$ cat src/rtl/multicycle_control.sv
// Sequencing controller for the multi-cycle RV32I core.
// Each instruction is walked through FETCH/DECODE/EXEC/MEM/WB. The controller
// drives every datapath enable and mux select from the current state and the
// opcode. It also supports variable-latency memory, all six conditional
// branches, and lui/jal/jalr. Illegal opcodes and memory timeouts lock the
// controller in TRAP until reset.
//
// Memory handshake: in FETCH and MEM the strobe (mem_read or mem_write) is
// held high for as long as the state lasts. The access completes in the cycle
// where mem_ready is high, and the controller leaves the state on that edge.
// With MEM_WAIT=0, mem_ready is ignored and every access completes in its
// first cycle.
module multicycle_control #(
  parameter bit MEM_WAIT    = 1'b1,
  parameter int MEM_TIMEOUT = 255,
  parameter int TO_W        = 8
) (
  input  logic       clk,
  input  logic       rst,
  input  logic [6:0] opcode,
  input  logic [2:0] func3,
  input  logic       zero,
  input  logic       lt,
  input  logic       ltu,
  input  logic       mem_ready,
  output logic       mem_read,
  output logic       mem_write,
  output logic       i_or_d,
  output logic       ir_write,
  output logic       pc_write,
  output logic [1:0] pc_src,
  output logic       reg_write,
  output logic [1:0] mem_to_reg,
  output logic       alu_src_a,
  output logic       alu_src_b,
  output logic [1:0] alu_op,
  output logic       instr_done,
  output logic       illegal,
  output logic       bus_err,
  output logic [2:0] state
);

  // State codes, visible on the state port for debug.
  localparam logic [2:0] ST_FETCH  = 3'd0;
  localparam logic [2:0] ST_DECODE = 3'd1;
  localparam logic [2:0] ST_EXEC   = 3'd2;
  localparam logic [2:0] ST_MEM    = 3'd3;
  localparam logic [2:0] ST_WB     = 3'd4;
  localparam logic [2:0] ST_TRAP   = 3'd5;

  // RV32I major opcodes handled by this core.
  localparam logic [6:0] OP_R     = 7'b0110011;
  localparam logic [6:0] OP_I     = 7'b0010011;
  localparam logic [6:0] OP_LOAD  = 7'b0000011;
  localparam logic [6:0] OP_STORE = 7'b0100011;
  localparam logic [6:0] OP_BR    = 7'b1100011;
  localparam logic [6:0] OP_AUIPC = 7'b0010111;
  localparam logic [6:0] OP_LUI   = 7'b0110111;
  localparam logic [6:0] OP_JAL   = 7'b1101111;
  localparam logic [6:0] OP_JALR  = 7'b1100111;

  // The timeout only exists when waits are honoured and a limit is set.
  localparam bit              TIMEOUT_EN  = MEM_WAIT && (MEM_TIMEOUT != 0);
  localparam logic [TO_W-1:0] TIMEOUT_CNT = TO_W'(MEM_TIMEOUT);

  logic [2:0]      state_q;
  logic [2:0]      state_next;
  logic [TO_W-1:0] count_q;
  logic            illegal_q;
  logic            bus_err_q;

  // Opcode classes.
  logic is_r, is_i, is_load, is_store, is_br;
  logic is_auipc, is_lui, is_jal, is_jalr;
  logic op_known;
  logic decode_ok;
  logic taken;

  // Memory completion and timeout qualifiers.
  logic in_mem_state;
  logic mem_done;
  logic timeout_hit;
  logic timeout_trap;

  assign is_r     = (opcode == OP_R);
  assign is_i     = (opcode == OP_I);
  assign is_load  = (opcode == OP_LOAD);
  assign is_store = (opcode == OP_STORE);
  assign is_br    = (opcode == OP_BR);
  assign is_auipc = (opcode == OP_AUIPC);
  assign is_lui   = (opcode == OP_LUI);
  assign is_jal   = (opcode == OP_JAL);
  assign is_jalr  = (opcode == OP_JALR);

  assign op_known = is_r | is_i | is_load | is_store | is_br |
                    is_auipc | is_lui | is_jal | is_jalr;

  // func3 values 010 and 011 are not branch encodings.
  assign decode_ok = op_known && !(is_br && (func3[2:1] == 2'b01));

  assign in_mem_state = (state_q == ST_FETCH) || (state_q == ST_MEM);
  assign mem_done     = MEM_WAIT ? mem_ready : 1'b1;

  // mem_ready in the limit cycle wins over the timeout.
  assign timeout_hit  = TIMEOUT_EN && (count_q == TIMEOUT_CNT) && !mem_ready;
  assign timeout_trap = in_mem_state && !mem_done && timeout_hit;

  // Branch condition from func3 and the ALU comparison flags.
  always_comb begin
    taken = 1'b0;
    case (func3)
      3'b000:  taken = zero;
      3'b001:  taken = !zero;
      3'b100:  taken = lt;
      3'b101:  taken = !lt;
      3'b110:  taken = ltu;
      3'b111:  taken = !ltu;
      default: taken = 1'b0;
    endcase
  end

  // State register; reset restarts at FETCH and abandons any instruction.
  always_ff @(posedge clk) begin
    if (rst) begin
      state_q <= ST_FETCH;
    end else begin
      state_q <= state_next;
    end
  end

  // Next-state selection.
  always_comb begin
    state_next = state_q;
    case (state_q)
      ST_FETCH: begin
        if (mem_done) begin
          state_next = ST_DECODE;
        end else if (timeout_hit) begin
          state_next = ST_TRAP;
        end
      end
      ST_DECODE: begin
        state_next = decode_ok ? ST_EXEC : ST_TRAP;
      end
      ST_EXEC: begin
        if (is_br) begin
          state_next = ST_FETCH;
        end else if (is_load || is_store) begin
          state_next = ST_MEM;
        end else begin
          state_next = ST_WB;
        end
      end
      ST_MEM: begin
        if (mem_done) begin
          state_next = is_store ? ST_FETCH : ST_WB;
        end else if (timeout_hit) begin
          state_next = ST_TRAP;
        end
      end
      ST_WB: begin
        state_next = ST_FETCH;
      end
      ST_TRAP: begin
        state_next = ST_TRAP;
      end
      default: begin
        state_next = ST_TRAP;
      end
    endcase
  end

  // Wait counter (per memory access) and the sticky trap flags.
  // The counter saturates, so it cannot wrap when the timeout is disabled.
  always_ff @(posedge clk) begin
    if (rst) begin
      count_q   <= '0;
      illegal_q <= 1'b0;
      bus_err_q <= 1'b0;
    end else begin
      if ((state_next != state_q) &&
          ((state_next == ST_FETCH) || (state_next == ST_MEM))) begin
        count_q <= '0;
      end else if (in_mem_state && !mem_done && (count_q != '1)) begin
        count_q <= count_q + TO_W'(1);
      end
      if (state_next == ST_TRAP) begin
        illegal_q <= 1'b1;
      end
      if (timeout_trap) begin
        bus_err_q <= 1'b1;
      end
    end
  end

  // Datapath controls, decoded from state and opcode.
  // While rst is high, everything is held at zero.
  always_comb begin
    mem_read   = 1'b0;
    mem_write  = 1'b0;
    i_or_d     = 1'b0;
    ir_write   = 1'b0;
    pc_write   = 1'b0;
    pc_src     = 2'b00;
    reg_write  = 1'b0;
    mem_to_reg = 2'b00;
    alu_src_a  = 1'b0;
    alu_src_b  = 1'b0;
    alu_op     = 2'b00;
    instr_done = 1'b0;
    if (!rst) begin
      if ((state_q == ST_EXEC) || (state_q == ST_MEM) || (state_q == ST_WB)) begin
        if (is_r) begin
          alu_op = 2'b10;
        end else if (is_i) begin
          alu_src_b = 1'b1;
          alu_op    = 2'b11;
        end else if (is_load || is_store || is_jalr) begin
          alu_src_b = 1'b1;
        end else if (is_auipc) begin
          alu_src_a = 1'b1;
          alu_src_b = 1'b1;
        end else if (is_br) begin
          alu_op = 2'b01;
        end
      end
      case (state_q)
        ST_FETCH: begin
          mem_read = 1'b1;
          ir_write = mem_done;
        end
        ST_EXEC: begin
          if (is_br) begin
            pc_write   = 1'b1;
            pc_src     = taken ? 2'b01 : 2'b00;
            instr_done = 1'b1;
          end
        end
        ST_MEM: begin
          i_or_d    = 1'b1;
          mem_read  = is_load;
          mem_write = is_store;
          if (is_store && mem_done) begin
            pc_write   = 1'b1;
            instr_done = 1'b1;
          end
        end
        ST_WB: begin
          reg_write  = 1'b1;
          pc_write   = 1'b1;
          instr_done = 1'b1;
          if (is_load) begin
            mem_to_reg = 2'b01;
          end else if (is_jal || is_jalr) begin
            mem_to_reg = 2'b10;
          end else if (is_lui) begin
            mem_to_reg = 2'b11;
          end
          if (is_jal) begin
            pc_src = 2'b01;
          end else if (is_jalr) begin
            pc_src = 2'b10;
          end
        end
        default: begin
        end
      endcase
    end
  end

  assign illegal = illegal_q;
  assign bus_err = bus_err_q;
  assign state   = state_q;

endmodule
$ cat config.mk
export PLATFORM = sky130hd
export DESIGN_NAME = multicycle_control
export DESIGN_NICKNAME = d
export VERILOG_FILES = /design/src/rtl/multicycle_control.sv
export SDC_FILE = /design/constraint.sdc
export NUM_CORES = 1
export LEC_CHECK = 0
export CORE_MARGIN = 1.5
export CORE_UTILIZATION = 49
export CTS_BUF_LIST = sky130_fd_sc_hd__clkbuf_4 sky130_fd_sc_hd__clkbuf_8
export CTS_CLUSTER_SIZE = 16
export DETAILED_ROUTE_END_ITERATION = 8
export GPL_ROUTABILITY_DRIVEN = 0
export HOLD_SLACK_MARGIN = 0.05
export MAX_ROUTING_LAYER = met4
export PLACE_DENSITY_LB_ADDON = 0.2
export SETUP_SLACK_MARGIN = 0.02
export SYNTH_ARGS = -nofsm -noshare
export SYNTH_HDL_FRONTEND = slang
export SYNTH_SLANG_ARGS = --single-unit
$ cat constraint.sdc
create_clock -name clk -period 2.6 [get_ports clk]
set_input_delay 0.39 -clock clk [delete_from_list [all_inputs] [get_ports clk]]
set_output_delay 0.39 -clock clk [all_outputs]
set_load 0.01 [all_outputs]
=== After elaboration in Yosys (flattened, before gate mapping) ===
Index checks and enable logic that the tools add are counted.

* Add/sub/neg operators: 1
* Equality and inequality tests: 24
* Mux-type cells: 52
* Bitwise operators: 8
* Reduce and logical (&&, ||, !) cells: 24

{| class="wikitable"
|+ Operators with widths
! cell !! number
|-
| $mux 1 || 28
|-
| $mux 2 || 12
|-
| $eq 7x6->1 const B || 3
|-
| $eq 7x7->1 const B || 3
|-
| $mux 3 || 7
|-
| $eq 3x3->1 const B || 6
|-
| $pmux 3 s5 || 1
|-
| $eq 7x5->1 const B || 2
|-
| $eq 3x2->1 const B || 3
|-
| $logic_not 3->1 || 3
|-
| $add 8x1->8 const B || 1
|-
| $eq 8x8->1 const B || 1
|-
| $logic_and 1x1->1 || 8
|-
| $ne 8x8->1 const B || 1
|-
| $or 1x1->1 || 8
|-
| $eq 7x2->1 const B || 1
|-
| $logic_or 1x1->1 || 7
|-
| $eq 3x1->1 const B || 2
|-
| $pmux 1 s6 || 1
|-
| $logic_not 1->1 || 5
|-
| $pmux 2 s2 || 1
|-
| $ne 3x3->1 || 1
|-
| $pmux 1 s3 || 1
|-
| $eq 2x1->1 const B || 1
|-
| other kinds (2) || 2
|}

* Flip-flop bits (word level): 13
* Input port bits: 16
* Output and inout bits: 20
* Logic and storage cells: 113

=== Depth between registers and ports, before layout ===
* Depth after elaboration: 16
* Depth in mapped cells: 8
* Mapped depth without buffers: 7

=== Worst setup path after synthesis ===
No wires, ideal clock.

* Path kind: input port to flip-flop
* Start: input opcode[3]
* End: register count_q[6]
* Library setup time: 137 ps
* Data arrival time: 1759 ps
* Data required time: 2463 ps
* Path slack: 704 ps
* Stages: 7
* Buffers on the path: 1
* Path through: nand4bb_4 > o311a_1 > or3b_1 > and2_4 > buf_6 > nor3_1 > a2111oi_1

* Longest elaborated chain between the ends: 16
* Elaborated cells on any way between the ends: 33
* Those cells by class: eq/ne (11); mux (6); bitwise (8); reduce/logical (8)

{| class="wikitable"
|+ Ends and longest elaborated chain
! what !! line !! text
|-
| start: declaration || 20 || <nowiki>input logic [6:0] opcode,</nowiki>
|-
| $eq 7x6->1 / $eq 7x5->1 (equally long branches) || 85, 86 ||
|-
| $or 1x1->1 (5 in series) || 95 || <nowiki>assign op_known = is_r | is_i | is_load | is_store | is_br |</nowiki>
|-
| $or 1x1->1 (3 in series) || 96 || <nowiki>is_auipc | is_lui | is_jal | is_jalr;</nowiki>
|-
| $logic_and 1x1->1 || 99 || <nowiki>assign decode_ok = op_known && !(is_br && (func3[2:1] == 2'b01));</nowiki>
|-
| $mux 3 || 143 || <nowiki>state_next = decode_ok ? ST_EXEC : ST_TRAP;</nowiki>
|-
| $pmux 3 s5 (*) || 134 || <nowiki>case (state_q)</nowiki>
|-
| $eq 3x2->1 / $logic_not 3->1 (equally long branches) || 182 || <nowiki>((state_next == ST_FETCH) || (state_next == ST_MEM))) begin</nowiki>
|-
| $logic_or 1x1->1 || 182 ||
|-
| $logic_and 1x1->1 (*) || 181 || <nowiki>if ((state_next != state_q) &&</nowiki>
|-
| $reduce_or 2->1 (no source line) (*) || - ||
|-
| end signal: assignment || 185 || <nowiki>count_q <= count_q + TO_W'(1);</nowiki>
|-
| end: declaration || 68 || <nowiki>logic [TO_W-1:0] count_q;</nowiki>
|}

Every way passes the cells marked *; elsewhere a longest branch is shown, timed or not.
A chain may end at the register's enable or synchronous reset.

=== Final worst setup path ===
* Start: input opcode[6]
* End: output mem_to_reg[1]

* Longest elaborated chain between the ends: 6
* Elaborated cells on any way between the ends: 10
* Those cells by class: eq/ne (4); mux (5); reduce/logical (1)

{| class="wikitable"
|+ Ends and longest elaborated chain
! what !! line !! text
|-
| $eq 7x6->1 (tied with other cells) || 91 || <nowiki>assign is_lui = (opcode == OP_LUI);</nowiki>
|-
| $mux 2 / $logic_or 1x1->1 (equally long branches) || 256, 254 ||
|-
| $mux 2 || 254 || <nowiki>end else if (is_jal || is_jalr) begin</nowiki>
|-
| $mux 2 (*) || 252 || <nowiki>if (is_load) begin</nowiki>
|-
| $mux 2 (*) || 227 || <nowiki>case (state_q)</nowiki>
|-
| $mux 2 (*) || 211 || <nowiki>if (!rst) begin</nowiki>
|-
| end: declaration || 33 || <nowiki>output logic [1:0] mem_to_reg,</nowiki>
|}

Marked as above.

==> report_table.html <==
<table>
<tr><th>Metric</th><th>Value</th></tr>
<tr><th colspan="2">Clocking</th></tr>
<tr><td>H-tree depth</td><td>1</td></tr>
<tr><td>Sink count of the clock tree</td><td>13</td></tr>
<tr><td>CTS Buffer Depth</td><td>2</td></tr>
<tr><td>Clock insertion delay at the later pin of the skew report</td><td>0.28 ns</td></tr>
<tr><td>TritonCTS clock tree</td><td>built</td></tr>
<tr><td>Hold-fix buffer count after cts</td><td>0</td></tr>
<tr><td>Clock slew seen by the registers of the worst setup and hold paths</td><td>0.08 ns</td></tr>
<tr><td>CTS root buf</td><td>clkbuf_4</td></tr>
<tr><td>Total CTS buffers</td><td>3</td></tr>
<tr><th colspan="2">Place</th></tr>
<tr><td>Number of I/O port buffers</td><td>35</td></tr>
<tr><td>Dpl cell area</td><td>1740 um^2</td></tr>
<tr><td>Setup Slack @ Placement</td><td>-0.190 ns</td></tr>
<tr><td>Detail Placement HPWL</td><td>2.98 mm</td></tr>
<tr><th colspan="2">Floorplanning</th></tr>
<tr><td>Core outline area</td><td>2430 um^2</td></tr>
<tr><td>Die width</td><td>53.2 um</td></tr>
<tr><td>Area of the die</td><td>2830 um^2</td></tr>
<tr><td>I/O Pins</td><td>36</td></tr>
<tr><td>Height of the die</td><td>53.2 um</td></tr>
<tr><td>Effective utilization at floorplan</td><td>0.508</td></tr>
<tr><td>Rows</td><td>18</td></tr>
<tr><th colspan="2">Min path</th></tr>
<tr><td>Worst min-delay path endpoint</td><td>bus_err</td></tr>
<tr><td>Hold path startpoint</td><td>bus_err</td></tr>
<tr><td>HP Class</td><td>register to register</td></tr>
<tr><td>Count of cells along the worst hold path</td><td>2</td></tr>
<tr><th colspan="2">Cells and area</th></tr>
<tr><td>Final Net Count</td><td>248</td></tr>
<tr><td>Proportion of layout cells with a drive suffix above 1</td><td>0.196</td></tr>
<tr><td>Number of antenna repair diodes</td><td>0</td></tr>
<tr><td>Post-route cell area</td><td>1830 um^2</td></tr>
<tr><td>Share of the core filled with cells in the final layout</td><td>0.754</td></tr>
<tr><td>P&amp;R area growth vs syn</td><td>48.4%</td></tr>
<tr><td># fillers</td><td>186</td></tr>
<tr><th colspan="2">Setup path</th></tr>
<tr><td>R2R Setup Slk</td><td>0.29 ns</td></tr>
<tr><td>Element type at the critical path start</td><td>input pin</td></tr>
<tr><td>Stages on worst setup path</td><td>7</td></tr>
<tr><td>Highest cell delay on the worst timing path</td><td>0.56 ns</td></tr>
<tr><td>Worst Path Required</td><td>2.21 ns</td></tr>
<tr><td>R2R cell count</td><td>7</td></tr>
<tr><td>Critical Path End Type</td><td>primary output</td></tr>
<tr><td>Type of the worst setup path</td><td>input pin to primary output</td></tr>
<tr><td>Worst endpoint data arrival time</td><td>2.13 ns</td></tr>
<tr><td>Cell breakdown of the critical path</td><td>clkdlybuf4s50_1 &gt; buf_4 &gt; nand2b_1 &gt; nor2_2 &gt; o21ai_0 &gt; nor3_1 &gt; clkdlybuf4s50_1</td></tr>
<tr><td>Cell seen most often among critical-path stages</td><td>clkdlybuf4s50_1</td></tr>
<tr><td>Worst r2r src</td><td>count_q[0]</td></tr>
<tr><td>Cell with the largest stage delay on the worst path</td><td>clkdlybuf4s50_1</td></tr>
<tr><td>Delay-heaviest family, CP</td><td>buffers and inverters</td></tr>
<tr><td>Critical R2R Capture</td><td>count_q[5]</td></tr>
<tr><td>Number of buffers and inverters on the critical path</td><td>3</td></tr>
<tr><td>Top fanout value on the critical path</td><td>5</td></tr>
<tr><th colspan="2">Power and ir drop</th></tr>
<tr><td>Standby leakage power</td><td>0.827 nW</td></tr>
<tr><td>Maximum ir drop on the vdd rail</td><td>0.342 mV</td></tr>
<tr><td>Power Total</td><td>0.557 mW</td></tr>
<tr><td>Power density of the placed cells</td><td>304 nW/um^2</td></tr>
<tr><th colspan="2">Global routing</th></tr>
<tr><td>Number of antenna violations at the first check in global routing</td><td>0</td></tr>
<tr><td>Overflow left after global routing</td><td>0</td></tr>
<tr><td>First-pass GRT wire length</td><td>6.11 mm</td></tr>
<tr><td>Pin count of the biggest net entering global routing</td><td>15</td></tr>
<tr><td>Via count of the first global-routing pass</td><td>1429</td></tr>
<tr><td>GRT Total Usage</td><td>0.296</td></tr>
<tr><th colspan="2">Outcome</th></tr>
<tr><td>Status</td><td>completed</td></tr>
<tr><th colspan="2">Route</th></tr>
<tr><td>Drt total wl</td><td>3.91 mm</td></tr>
<tr><td>Vias after detailed routing</td><td>1566</td></tr>
<tr><td>DRT iter0 DRCs</td><td>81</td></tr>
<tr><td>Via density per instance</td><td>6.02</td></tr>
<tr><td>Initial DRT Pass Iterations</td><td>4</td></tr>
<tr><td>Detail Route Antenna Nets</td><td>0</td></tr>
<tr><td>WL per Instance</td><td>15.1 um</td></tr>
<tr><td>Remaining DRCs</td><td>0</td></tr>
<tr><th colspan="2">Logic synthesis</th></tr>
<tr><td>Distinct cell type count after synthesis</td><td>50</td></tr>
<tr><td>Synthesized area divided by synthesized cell count</td><td>7.06 um^2</td></tr>
<tr><td>Number of synthesized flops with an enable pin</td><td>0</td></tr>
<tr><td>Async set-or-reset flop fraction in the synthesized netlist</td><td>0</td></tr>
<tr><td>Flops &amp; latches, synth</td><td>13</td></tr>
<tr><td>Syn nets</td><td>192</td></tr>
<tr><td>Cell taking the most area after synthesis</td><td>dfxtp_1</td></tr>
<tr><td>Number of instances in the synthesized netlist</td><td>175</td></tr>
<tr><td>Dominant register cell in the synthesized netlist</td><td>dfxtp_1</td></tr>
<tr><td>Post-synthesis instance area</td><td>1230 um^2</td></tr>
<tr><td>Post-synthesis sequential area ratio</td><td>0.211</td></tr>
<tr><td>Yosys synthesis warning count</td><td>0</td></tr>
<tr><td>Dominant cells by area after synthesis</td><td>dfxtp_1 (21%), nor2_1 (7.0%), a21oi_1 (6.5%)</td></tr>
<tr><td>Yosys top cell area share</td><td>0.211</td></tr>
<tr><th colspan="2">STA</th></tr>
<tr><td>Number of failing setup endpoints in the final timing report</td><td>0</td></tr>
<tr><td>Worst-case hold slack</td><td>0.494 ns</td></tr>
<tr><td>Final Slew Violations</td><td>0</td></tr>
<tr><td>Post-route minimum period</td><td>2.52 ns</td></tr>
<tr><td>Worst-margin pin slew</td><td>0.453 ns</td></tr>
<tr><td>Remaining max-slew budget at the tightest pin</td><td>0.698</td></tr>
<tr><td>Number of hold violations in the final report</td><td>0</td></tr>
<tr><td>Highest achievable clock rate</td><td>397 MHz</td></tr>
<tr><td>Final worst-path cycle share</td><td>0.970</td></tr>
<tr><td>Min setup slack post-route</td><td>0.0783 ns</td></tr>
<tr><td>Post-Route Skew</td><td>0.000340 ns</td></tr>
<tr><th colspan="2">Flow run</th></tr>
<tr><td>MaxCap Viol Count</td><td>0</td></tr>
</table>
[cell usage in the layout, fill, tap and decap left out, types with 2 or more instances in the layout]
cell type and n:
a211o_1 2, o21ai_0 12, clkbuf_4 4, and4_1 3, xor2_1 2, a21oi_1 15
a211oi_1 3, inv_1 7, nand3_1 8, nor4b_1 2, buf_4 27, nand2b_1 6
nor2b_1 4, nor3_1 8, and3_1 6, nor2_1 19, nand2_1 12, dfxtp_1 13
clkdlybuf4s50_1 25, or3_1 2, and2_1 3, o211ai_1 2, nor2_2 4, dlymetal6s2s_1 7
nor4_1 3
[cells by family (layout without fill, tap and decap cells)]
group,after synthesis,after routing,share of synthesized area
compound gates,51,51,0.285
xor+xnor,2,2,0.0142
fa+ha+maj,2,2,0.0182
buf+inv,18,73,0.0689
flops,13,13,0.211
mux,1,1,0.00811
simple gates,88,88,0.395
[worst max-delay path by stage]
stage               slack [ns]       from            end
detailed placement       -0.19   func3[2]      pc_src[0]
global route             -0.02  opcode[1]       pc_write
global placement         -0.13   func3[2]      pc_src[0]
floorplan                 0.70  opcode[3]     count_q[6]
CTS                       0.02  opcode[4]      alu_src_a
finish                    0.08  opcode[6]  mem_to_reg[1]
[where the power goes]
group | switching, mW | internal, mW | leakage (nW)
combinational | 0.107 | 0.0953 | 0.703
sequential | 0.00989 | 0.207 | 0.106
clock | 0.0673 | 0.0699 | 0.0184
total | 0.185 | 0.372 | 0.827
[stage by stage]
stage	TNS, ns	std cells
final	0	260
after global routing	-0.0177	260
after CTS	0	257
after detailed placement	-0.388	252
after global placement	-0.147	252
after floorplan	0	175
[Yosys cell counts, types with 3 or more instances]
library cell	instances
and4_1	3
a21oi_1	16
a211oi_1	3
inv_1	7
and2_1	3
nor3_1	9
nand3_1	8
nor4_1	3
nor2b_1	4
nor2_1	23
and3_1	6
nand2b_1	6
nand2_1	12
clkbuf_1	4
dfxtp_1	13
o21ai_0	13
[layout make-up]
| cell class | instances | area (um^2) | area share |
|---|---|---|---|
| multi-input combinational | 144 | 915 | 0.499 |
| inverter | 7 | 26.3 | 0.0143 |
| tap | 30 | 37.5 | 0.0205 |
| timing repair buffer | 62 | 564 | 0.308 |
| clock buffer | 4 | 30.0 | 0.0164 |
| sequential | 13 | 260 | 0.142 |
[registers in the layout, summed over array words and instances, names as in the netlist]
signal,count
state,3
illegal,1
count_q,8
bus_err,1
[metal layers]
layer  vias up  GRT usage  routed length, um
met2        66      0.521               1950
met1       735      0.349               1630
li1        755          -                  -
met5         -          -                  0
met4         0     0.0812                 83
met3        10     0.0452                253
[worst reg2reg max path, cell delays in order (launching register included)]
cell and delay [ns]:
dfxtp_1 0.38, ha_1 0.25, nand4_1 0.22, nor4_1 0.40, a21oi_1 0.09, a21oi_1 0.41, nor2_1 0.19, a311oi_1 0.30
[repair_timing]
| action | in CTS | in global routing |
|---|---|---|
| setup buffers | 1 | 3 |
| setup endpoints to repair | 6 | 9 |
| gates resized for setup | 6 | 15 |
| pin swaps | 0 | 1 |
Note: power is estimated with default switching activity, not from simulation.
==> patch 1 (same settings) <==
Reset style: asynchronous (`rst`), changed in 2 clocked blocks.
--- a/src/rtl/multicycle_control.sv
+++ b/src/rtl/multicycle_control.sv
@@ -120,7 +120,7 @@
   end
 
   // State register; reset restarts at FETCH and abandons any instruction.
-  always_ff @(posedge clk) begin
+  always_ff @(posedge clk or posedge rst) begin
     if (rst) begin
       state_q <= ST_FETCH;
     end else begin
@@ -172,7 +172,7 @@
 
   // Wait counter (per memory access) and the sticky trap flags.
   // The counter saturates, so it cannot wrap when the timeout is disabled.
-  always_ff @(posedge clk) begin
+  always_ff @(posedge clk or posedge rst) begin
     if (rst) begin
       count_q   <= '0;
       illegal_q <= 1'b0;
Function: differs if rst is asserted again (counterexample within 4 cycles, from zero or initial values and one cycle with rst high); with rst held inactive, the same outputs for 10 cycles.
==> patch 1 against the original RTL <==
Power down 13%. Count of clock-buffer cells in the layout unchanged. Routed wire length down 15%. Area after synthesis down 2.6%. Worst setup slack better by 44 ps. Final area down 3.8%. Sequential cell count unchanged.
==> patch 1: results (changes against the original RTL) <==
CTS clk-pin slew, worst paths -> 80 ps (about the same)
slew at the pin with the worst max-slew slack -> 417 ps (-35.8 ps)
DR pass1 iterations -> 6 (+2)
non-filler instance count after layout -> 223 (-14%)
top post-synthesis cells by count -> nor2_1 (16), dfrtp_1 (13), nand2_1 (12)
largest register by flop count -> count_q
Yosys cell types -> 51 (+2.0%)
first-pass GRT wire length -> 5870 µm (-4.1%)
pre-CTS WS -> -155 ps (+35.5 ps)
# Post-CTS Setup Buffers -> 0 (-1)
Logic pwr share -> 25.0% (-11 points)
VDD IR-drop max -> 0.000325 V (-5.0%)
max reg flops -> 8 (unchanged)
vias per std cell -> 5.80 (-3.7%)
Hold Path Class -> register to register
ant diodes -> 0 (unchanged)
root buf cell -> clkbuf_4
largest cells by area after synthesis -> dfrtp_1 (27%), xnor2_1 (5.1%), nor2_1 (5.0%), nand2_1 (3.7%), nor3_1 (3.3%)
# port buffers -> 35 (unchanged)
nets -> 213 (-14%)
Clock Power -> 0.139 mW
WP data arrival -> 2090 ps (-40 ps)
Skew-Pair Late Insertion Delay -> 290 ps
pin count of the biggest net entering global routing -> 15 (unchanged)
status -> complete, no violations
Cells after Synth -> 144 (-18%)
number of global-route vias before repair -> 1,309 (-8.4%)
# H-tree levels -> 1 (unchanged)
Avg WL per Cell -> 14.9 µm (-1.1%)
Max Slew Vio Count -> 0 (unchanged)
Max Clock Skew -> 8.88 ps (+8.54 ps)
share of post-route cells with drive strength above 1 -> 23.6% (+4.0 points)
antenna violations before repair -> 0 (unchanged)
All-Layer GR Usage -> 29.1% (-0.50 points)
asr flop ratio synth -> 100% (+100 points)
Initial DRC Count -> 40 (-51%)
Worst Path Max Fanout -> 6 (+1)
Power Total -> 0.483 mW (-13%)
Lkg Pwr -> 0.750 nW (-9.3%)
ys flop type -> dfrtp_1
syn_nets -> 161 (-16%)
Switching Power -> 0.136 mW (-27%)
Fillers -> 166 (-11%)
sequential area share after synthesis -> 27.1% (+6.0 points)
CTS Buf Count -> 3 (unchanged)
Longest Clk Path Bufs -> 2 (unchanged)
Ys Warns -> 0 (unchanged)
Detail Placement HPWL -> 2680 µm (-10%)
==> patch 1: per-layer routing <==
metal  share of wire (%)  global-route usage, %
met1                  45                   36.2
met2                  49                   48.8
met3                 6.1                   6.86
met4                0.75                   5.13
met5                   0                      -
==> patch 1: cells by family after synthesis <==
group	Yosys count	share of synthesized area, %
adders and majority gates	1	1.04
muxes	1	0.832
AOI/OAI and AO/OA	30	19.1
DFF	13	27.1
and+or+nand+nor	73	38.4
xor gates and xnor gates	9	6.56
buffers and inverters	17	6.97
==> patch 1: area by class of cell <==
| type | instances | area share [%] |
|---|---|---|
| flip-flops and latches | 13 | 18.5 |
| inverters | 6 | 1.28 |
| clock buffers | 4 | 1.70 |
| repair buffers | 58 | 29.6 |
| well taps | 28 | 1.99 |
| multi-input cells | 114 | 47.0 |
==> patch 1: through the flow <==
stage          TNS, ps  instance area [µm²]
2_1_floorplan        0                 1200
5_1_grt              0                 1760
4_1_cts              0                 1740
3_5_place_dp      -612                 1700
6_report             0                 1760
3_3_place_gp      -393                 1700
==> patch 1: path summary, 6_finish.rpt <==
path	startpoint	to	slack [ps]	depth (start not counted)
worst max-delay path	rst	mem_to_reg[0]	120	7
worst min-delay path	bus_err	bus_err	510	1
worst max register to register	count_q[2]	count_q[0]	700	5
worst min register to register	bus_err	bus_err	510	1
max in group asynchronous	rst	state[0]	1790	3
min in group asynchronous	rst	count_q[6]	630	3
==> patch 1: critical path: stages <==
cell	delay [ps]
clkdlybuf4s50_1	510
inv_1	140
nand3_2	140
nor3_2	150
o21ai_0	110
nor2_1	100
clkdlybuf4s50_1	540
==> patch 1: what timing repair did <==
item / 4_1_cts / 5_1_grt
resized for setup: 10 / 7
setup endpoints to repair: 8 / 5
gates cloned: 0 / 0
==> patch 2 (same settings) <==
Without the edit above. Set the parameter `TO_W` to 6 (it was 8).
--- a/src/rtl/multicycle_control.sv
+++ b/src/rtl/multicycle_control.sv
@@ -13,7 +13,7 @@
 module multicycle_control #(
   parameter bit MEM_WAIT    = 1'b1,
   parameter int MEM_TIMEOUT = 255,
-  parameter int TO_W        = 8
+  parameter int TO_W        = 6
 ) (
   input  logic       clk,
   input  logic       rst,
Check against the original RTL: same outputs for any inputs over 10 cycles, from zero or initial values and one cycle with rst high; that may be too few to reach the edited logic, so the function may still have changed.
==> patch 2 against the original RTL <==
Sequential share of layout area down 0.69 points. Sequential cell count down 2. Final area down 11%. Via count down 17%. Critical path depth down 2. Area after synthesis down 8.3%. Final cell count down 15%. Routed wire length down 15%. Worst setup slack better by 28 ps. Count of clock-buffer cells in the layout unchanged. Critical endpoint is now alu_op[1]. Largest cell class unchanged.
Power is not compared: it rests on default switching activity, and its combinational part moved more than twofold at a synthesized area within 25%.
==> patch 2: results (changes against the original RTL) <==
status -> complete, no violations
Initial DRC Count -> 52 (-36%)
xor/xnor cell area share of the yosys netlist -> 5.41% (+4.0 points)
All-Layer GR Usage -> 27.3% (-2.4 points)
sequential share of cell area -> 13.5% (-0.69 points)
top post-synthesis cells by count -> nor2_1 (14), a21oi_1 (11), dfxtp_1 (11), nand3_1 (11), nand2_1 (8)
NonClk Buf Share -> 29.9% (-0.93 points)
Fillers -> 189 (+1.6%)
max reg flops -> 6 (-2)
mux contribution to synthesized area -> 1.77% (+0.96 points)
# Post-CTS Setup Buffers -> 0 (-1)
slew at the pin with the worst max-slew slack -> 490 ps (+37.1 ps)
Non-CTS buffers -> 53 (-15%)
fraction of area in multi-input gates -> 50.8% (+0.91 points)
largest cells by area after synthesis -> dfxtp_1 (19%), a21oi_1 (4.9%), nand3_1 (4.9%), nor2_1 (4.6%), xor2_1 (3.1%)
fin worst setup slack -> 107 ps (+28.2 ps)
DR pass1 iterations -> 7 (+3)
CTS resizes -> 8 (+2)
sequential area share after synthesis -> 19.4% (-1.6 points)
Inverters -> 8 (+1)
Max Clock Skew -> 3.26 ps (+2.92 ps)
Placement Cell Area -> 1580 µm² (-9.3%)
pre-CTS WS -> -94.4 ps (+96.1 ps)
Detail Placement HPWL -> 2590 µm (-13%)
Hold WS -> 475 ps (-18.5 ps)
non-filler instance count after layout -> 222 (-15%)
vias -> 1,303 (-17%)
Area Overhead vs Synth -> 44.0%
Yosys cell types -> 56 (+12%)
Synth Area in Adders -> 2.10% (+0.28 points)
pin count of the biggest net entering global routing -> 12 (-3)
layout sequential cell count -> 11 (-2)
Clock buf/inv share -> 1.84% (+0.20 points)
syn_nets -> 166 (-14%)
WP data arrival -> 2100 ps (-30 ps)
R2R Setup Slk -> 520 ps (+230 ps)
==> patch 2: changes by cell type after synthesis, sizes merged, moves of 4 or more <==
cell / change
and3: -4
nand2b: -5
nor2: -7
o21ai: -6
==> patch 2: routing by layer <==
metal | up-vias | part of all wire, % | track usage, %
li1 | 634 | - | -
met1 | 602 | 37 | 29.5
met2 | 60 | 55 | 50.2
met3 | 7 | 6.6 | 3.22
met4 | 0 | 1.8 | 10.8
met5 | - | 0 | -
==> patch 2: worst paths after layout <==
kind / startpoint / depth (start not counted) / endpoint
min reg2reg: bus_err / 2 / bus_err
max reg2reg: state[0] / 6 / count_q[1]
min: bus_err / 2 / bus_err
max: opcode[3] / 5 / alu_op[1]
==> patch 2: report_power, final <==
part | total [mW] | internal, mW | switching (mW) | leakage, nW
logic | 0.409 | 0.191 | 0.218 | 0.569
clock network | 0.126 | 0.0699 | 0.0565 | 0.0184
registers | 0.223 | 0.194 | 0.0292 | 0.0897
total | 0.759 | 0.454 | 0.304 | 0.677
